**src/rtl/spi_minion_phy.sv**
```systemverilog
// ============================================================================
//  Module      : spi_minion_phy
//  Description : SPI minion physical stage (mode 0, MSB first). Synchronises
//                the SPI pins, pulls a response word on cs fall, shifts it
//                out on miso and pushes the captured mosi frame on cs rise.
//  Revision    : 1.0 - initial release
// ============================================================================
`default_nettype none

module spi_minion_phy #(
    parameter int NBITS       = 8,
    parameter int SYNC_STAGES = 2
) (
    input  logic             i_clk,
    input  logic             i_rst,
    input  logic             i_cs,
    input  logic             i_sclk,
    input  logic             i_mosi,
    output logic             o_miso,
    output logic             o_pull_en,
    input  logic             i_pull_msg_val,
    input  logic             i_pull_msg_spc,
    input  logic [NBITS-3:0] i_pull_msg_data,
    output logic             o_push_en,
    output logic             o_push_msg_val_wrt,
    output logic             o_push_msg_val_rd,
    output logic [NBITS-3:0] o_push_msg_data,
    output logic             o_frame_err
);

    localparam int             c_CW       = $clog2(NBITS + 2);
    localparam logic [c_CW-1:0] c_CNT_FULL = c_CW'(NBITS);
    localparam logic [c_CW-1:0] c_CNT_MAX  = c_CW'(NBITS + 1);

    localparam logic [0:0] c_IDLE   = 1'b0;
    localparam logic [0:0] c_ACTIVE = 1'b1;

    logic [SYNC_STAGES-1:0] r_cs_sync;
    logic [SYNC_STAGES-1:0] r_sclk_sync;
    logic [SYNC_STAGES-1:0] r_mosi_sync;
    logic                   r_cs_prev;
    logic                   r_sclk_prev;

    logic                   w_cs_s;
    logic                   w_sclk_s;
    logic                   w_mosi_s;
    logic                   w_cs_fall;
    logic                   w_cs_rise;
    logic                   w_sck_rise;
    logic                   w_sck_fall;

    logic [0:0]             r_state;
    logic [0:0]             w_state_nxt;

    logic [NBITS-1:0]       r_shreg;
    logic [c_CW-1:0]        r_cnt;
    logic                   r_miso;
    logic                   r_push_wrt;
    logic                   r_push_rd;
    logic [NBITS-3:0]       r_push_data;

    logic                   w_pull_en;
    logic                   w_push_en;
    logic                   w_frame_err;

    // cs synchroniser resets high so a cs held low across reset release
    // still produces a cs_fall and starts a clean frame.
    always_ff @(posedge i_clk or posedge i_rst) begin
        if (i_rst) begin
            r_cs_sync   <= '1;
            r_sclk_sync <= '0;
            r_mosi_sync <= '0;
            r_cs_prev   <= 1'b1;
            r_sclk_prev <= 1'b0;
        end else begin
            r_cs_sync   <= {r_cs_sync[SYNC_STAGES-2:0], i_cs};
            r_sclk_sync <= {r_sclk_sync[SYNC_STAGES-2:0], i_sclk};
            r_mosi_sync <= {r_mosi_sync[SYNC_STAGES-2:0], i_mosi};
            r_cs_prev   <= w_cs_s;
            r_sclk_prev <= w_sclk_s;
        end
    end

    assign w_cs_s     = r_cs_sync[SYNC_STAGES-1];
    assign w_sclk_s   = r_sclk_sync[SYNC_STAGES-1];
    assign w_mosi_s   = r_mosi_sync[SYNC_STAGES-1];
    assign w_cs_fall  = r_cs_prev & ~w_cs_s;
    assign w_cs_rise  = ~r_cs_prev & w_cs_s;
    assign w_sck_rise = ~r_sclk_prev & w_sclk_s;
    assign w_sck_fall = r_sclk_prev & ~w_sclk_s;

    always_ff @(posedge i_clk or posedge i_rst) begin
        if (i_rst) begin
            r_state <= c_IDLE;
        end else begin
            r_state <= w_state_nxt;
        end
    end

    always_comb begin
        w_state_nxt = r_state;
        case (r_state)
            c_IDLE:   if (w_cs_fall) w_state_nxt = c_ACTIVE;
            c_ACTIVE: if (w_cs_rise) w_state_nxt = c_IDLE;
            default:  w_state_nxt = c_IDLE;
        endcase
    end

    always_comb begin
        w_pull_en   = 1'b0;
        w_push_en   = 1'b0;
        w_frame_err = 1'b0;
        case (r_state)
            c_IDLE: w_pull_en = w_cs_fall;
            c_ACTIVE: begin
                if (w_cs_rise) begin
                    w_push_en   = (r_cnt == c_CNT_FULL);
                    w_frame_err = (r_cnt != c_CNT_FULL);
                end
            end
            default: ;
        endcase
    end

    // cs events take priority; sclk events are only honoured while ACTIVE.
    always_ff @(posedge i_clk or posedge i_rst) begin
        if (i_rst) begin
            r_shreg     <= '0;
            r_cnt       <= '0;
            r_miso      <= 1'b0;
            r_push_wrt  <= 1'b0;
            r_push_rd   <= 1'b0;
            r_push_data <= '0;
        end else if (w_pull_en) begin
            r_shreg <= {i_pull_msg_val, i_pull_msg_spc, i_pull_msg_data};
            r_miso  <= i_pull_msg_val;
            r_cnt   <= '0;
        end else if (r_state == c_IDLE) begin
            r_miso <= 1'b0;
        end else if (w_cs_rise) begin
            r_miso <= 1'b0;
            if (w_push_en) begin
                r_push_wrt  <= r_shreg[NBITS-1];
                r_push_rd   <= r_shreg[NBITS-2];
                r_push_data <= r_shreg[NBITS-3:0];
            end
        end else if (w_sck_rise) begin
            r_shreg <= {r_shreg[NBITS-2:0], w_mosi_s};
            if (r_cnt != c_CNT_MAX) begin
                r_cnt <= r_cnt + 1'b1;
            end
        end else if (w_sck_fall) begin
            r_miso <= r_shreg[NBITS-1];
        end
    end

    assign o_miso             = r_miso;
    assign o_pull_en          = w_pull_en;
    assign o_push_en          = w_push_en;
    assign o_frame_err        = w_frame_err;
    assign o_push_msg_val_wrt = r_push_wrt;
    assign o_push_msg_val_rd  = r_push_rd;
    assign o_push_msg_data    = r_push_data;

endmodule

`default_nettype wire

```
**config.mk**
```make
export PLATFORM = sky130hd
export DESIGN_NAME = spi_minion_phy
export DESIGN_NICKNAME = d
export VERILOG_FILES = /design/src/rtl/spi_minion_phy.sv
export SDC_FILE = /design/constraint.sdc
export NUM_CORES = 1
export LEC_CHECK = 0
export ABC_CLOCK_PERIOD_IN_PS = 3710
export BUFFER_PORTS_ARGS = -buffer_cell sky130_fd_sc_hd__buf_4
export CAP_MARGIN = 20
export CORE_ASPECT_RATIO = 0.6
export CORE_MARGIN = 5
export CORE_UTILIZATION = 45
export CTS_CLUSTER_DIAMETER = 50
export DETAILED_ROUTE_END_ITERATION = 10
export HOLD_SLACK_MARGIN = 0.08
export PLACE_DENSITY = 0.67
export SLEW_MARGIN = 20
export SYNTH_ARGS = -nofsm -noshare
export SYNTH_HDL_FRONTEND = slang
export SYNTH_SLANG_ARGS = --single-unit
```
**constraint.sdc**
```tcl
create_clock -name i_clk -period 3.71 [get_ports i_clk]
set_input_delay 0.5565 -clock i_clk [delete_from_list [all_inputs] [get_ports i_clk]]
set_output_delay 0.5565 -clock i_clk [all_outputs]
set_load 0.03 [all_outputs]
```
==> run metrics <==
row count 15; first-pass GRT wire length 4.52 mm; Top Ports 25; Synth Warn # 0; ys async rst share 1.00; Die H 52.5 um; Post-CTS Hold Buffers 0; Clock Skews 3.31 ps; Final #Nets 144; Sequential cell area 754 sq um; final slew viol count 0; count leader, synth dfrtp_1; H-tree Lvls 2; worst path arrival time 1980 ps; TritonCTS buffer count 5; remaining antenna violation count 0; vias in the first global route 898; clock transition at the registers of the reported paths 60 ps; Post-DP HPWL 1.95 mm; CP Data Required Time 3150 ps; DIE AREA 4240 sq um; largest net degree at the start of global routing 31; final-layout fill cell count 246; Via density 4.94; post-synth cell types 29; syn avg cell area 13.7 sq um; Yosys top cell area share 0.499; placed cell count 163; share of cells above drive strength 1 0.481; Overflow after GRT 0; Post-CTS Resized 0; Area contributors post-synth dfrtp_1 50%, mux2_2 16%, dfstp_2 5.8%; Worst-Margin Slew 765 ps; number of flops mapped to enable cells by yosys 0; initial core utilization 0.472; drt total wl 2.63 mm; clk_lat worst skew 280 ps; max cap viols 0; Max IR drop VDD 0.000277 V; Setup Crit Path Kind register to primary output; relative slew slack 0.487; most common flop cell mapped by yosys dfrtp_1; crit path launch type register; Hold Violations, Final 0; Mapped Area 1360 sq um; die width 80.8 um; Post-synth top cells 27 x dfrtp_1, 19 x mux2_2, 6 x inv_1; area delta synth->final 26.0%; minimum clock period 2540 ps; DR vias 845; WL per Instance 15.4 um; Worst Setup End Kind primary output; Sinks on Clock Net 30; Multi-input gate area 551 sq um; core region area 2870 sq um; Setup Viol. Count Final 0; Non-Filler Instances 171; Max FO, Critical Path 9; Power Dens Cells 611 nW/um^2; post-synthesis net count 115; Root Buffer Master clkbuf_8; drt first-iter violations 89; initial antenna violation count 0; Syn Inst Count 99; RePlAce Congestion 0.992; static leakage 0.826 nW; FF+latch count, synth 30; Total Routing Usage GR 0.151; drc violations 0; status finished, final reports clean; port bufs 24; drt pass-1 iters 4; Max clock buf depth 2; fin crit share 0.684; worst hold path type register to register; total negative slack 0 ps; Seq/Total Area, Yosys 0.557; Peak Freq 394 MHz; Synth area leader dfrtp_1; Ant. Diodes 0; CTS tree yes; setup bufs post-CTS 0; RSZ-0062 raised after global routing false
path summary, 6_finish.rpt:
path / slack, ps / to / startpoint / cells past startpoint
min reg2reg: 350 / r_sclk_sync[1]$_DFF_PP0_ / r_sclk_sync[0]$_DFF_PP0_ / 0
max: 1170 / o_push_en / r_cs_sync[1]$_DFF_PP1_ / 3
max in group asynchronous: 2950 / o_push_msg_data[1]$_DFFE_PP0P_ / i_rst / 2
max reg2reg: 1610 / r_shreg[6]$_DFFE_PP0P_ / r_state$_DFF_PP0_ / 4
min: 350 / r_sclk_sync[1]$_DFF_PP0_ / r_sclk_sync[0]$_DFF_PP0_ / 0
min in group asynchronous: 360 / o_push_msg_data[5]$_DFFE_PP0P_ / i_rst / 2
kinds of logic after synthesis:
kind of cell / after synthesis / synth area share
fa+ha+maj: 3 / 0.0277
mux: 26 / 0.225
compound gates: 8 / 0.0517
buf+inv: 9 / 0.0369
flops: 30 / 0.557
simple gates: 23 / 0.102
metrics by stage:
stage / hold slack (ps) / cell area [sq um] / total power [mW] / util / setup slack, ps
after detailed placement: 335 / 1570 / 0.646 / 0.545 / 1480
after CTS: 349 / 1710 / 1.06 / 0.595 / 1170
final: 348 / 1710 / 1.04 / 0.595 / 1170
after floorplan: 331 / 1360 / 0.589 / - / 1720
after global routing: 360 / 1710 / 1.10 / 0.595 / 1050
after global placement: 333 / 1570 / 0.630 / 0.545 / 1530
placed cells by master, fill, tap and decap left out, drive strengths merged:
| cell type | count |
|---|---|
| a21oi | 1 |
| a2bb2oi | 1 |
| a31oi | 1 |
| and3 | 1 |
| buf | 24 |
| bufinv | 2 |
| clkbuf | 6 |
| clkinv | 1 |
| dfrtp | 27 |
| dfstp | 3 |
| ha | 3 |
| inv | 6 |
| mux2 | 24 |
| mux2i | 2 |
| nand2 | 5 |
| nand2b | 5 |
| nand3 | 1 |
| nand3b | 2 |
| nand4 | 2 |
| nor2b | 2 |
| nor3 | 2 |
| nor4 | 1 |
| o211ai | 1 |
| o21ai | 2 |
| o311ai | 1 |
| o31a | 1 |
| or3 | 1 |
| or3b | 1 |
layer usage:
| layer | track usage | part of all wire |
|---|---|---|
| met5 | 0 | 0 |
| met4 | 0.0674 | 0.013 |
| met3 | 0.0584 | 0.066 |
| met2 | 0.206 | 0.44 |
| met1 | 0.210 | 0.48 |
worst max-delay path, stage by stage (launching register included):
cell,delay (ps)
dfstp_2,550
nand2b_1,180
nor3_2,680
buf_4,290
state kept, by name (all words and copies together), names as in the netlist:
register	count
o_miso	1
o_push_msg_data	6
o_push_msg_val_rd	1
o_push_msg_val_wrt	1
r_cnt	4
r_cs_prev	1
r_cs_sync	2
r_mosi_sync	2
r_sclk_prev	1
r_sclk_sync	2
r_shreg	8
r_state	1
power breakdown:
| part | total [mW] | switching (mW) | internal [mW] |
|---|---|---|---|
| clock | 0.405 | 0.119 | 0.286 |
| combinational | 0.191 | 0.0792 | 0.112 |
| sequential | 0.446 | 0.0536 | 0.392 |
| total | 1.04 | 0.252 | 0.791 |
layout make-up:
class,count,share of cell area
clock buffer,6,0.0484
timing repair buffer,24,0.105
inverter,7,0.0161
sequential,30,0.442
clock inverter,2,0.0352
multi-input combinational,60,0.322
tap,42,0.0308
Power figures use the tool's default switching activity.
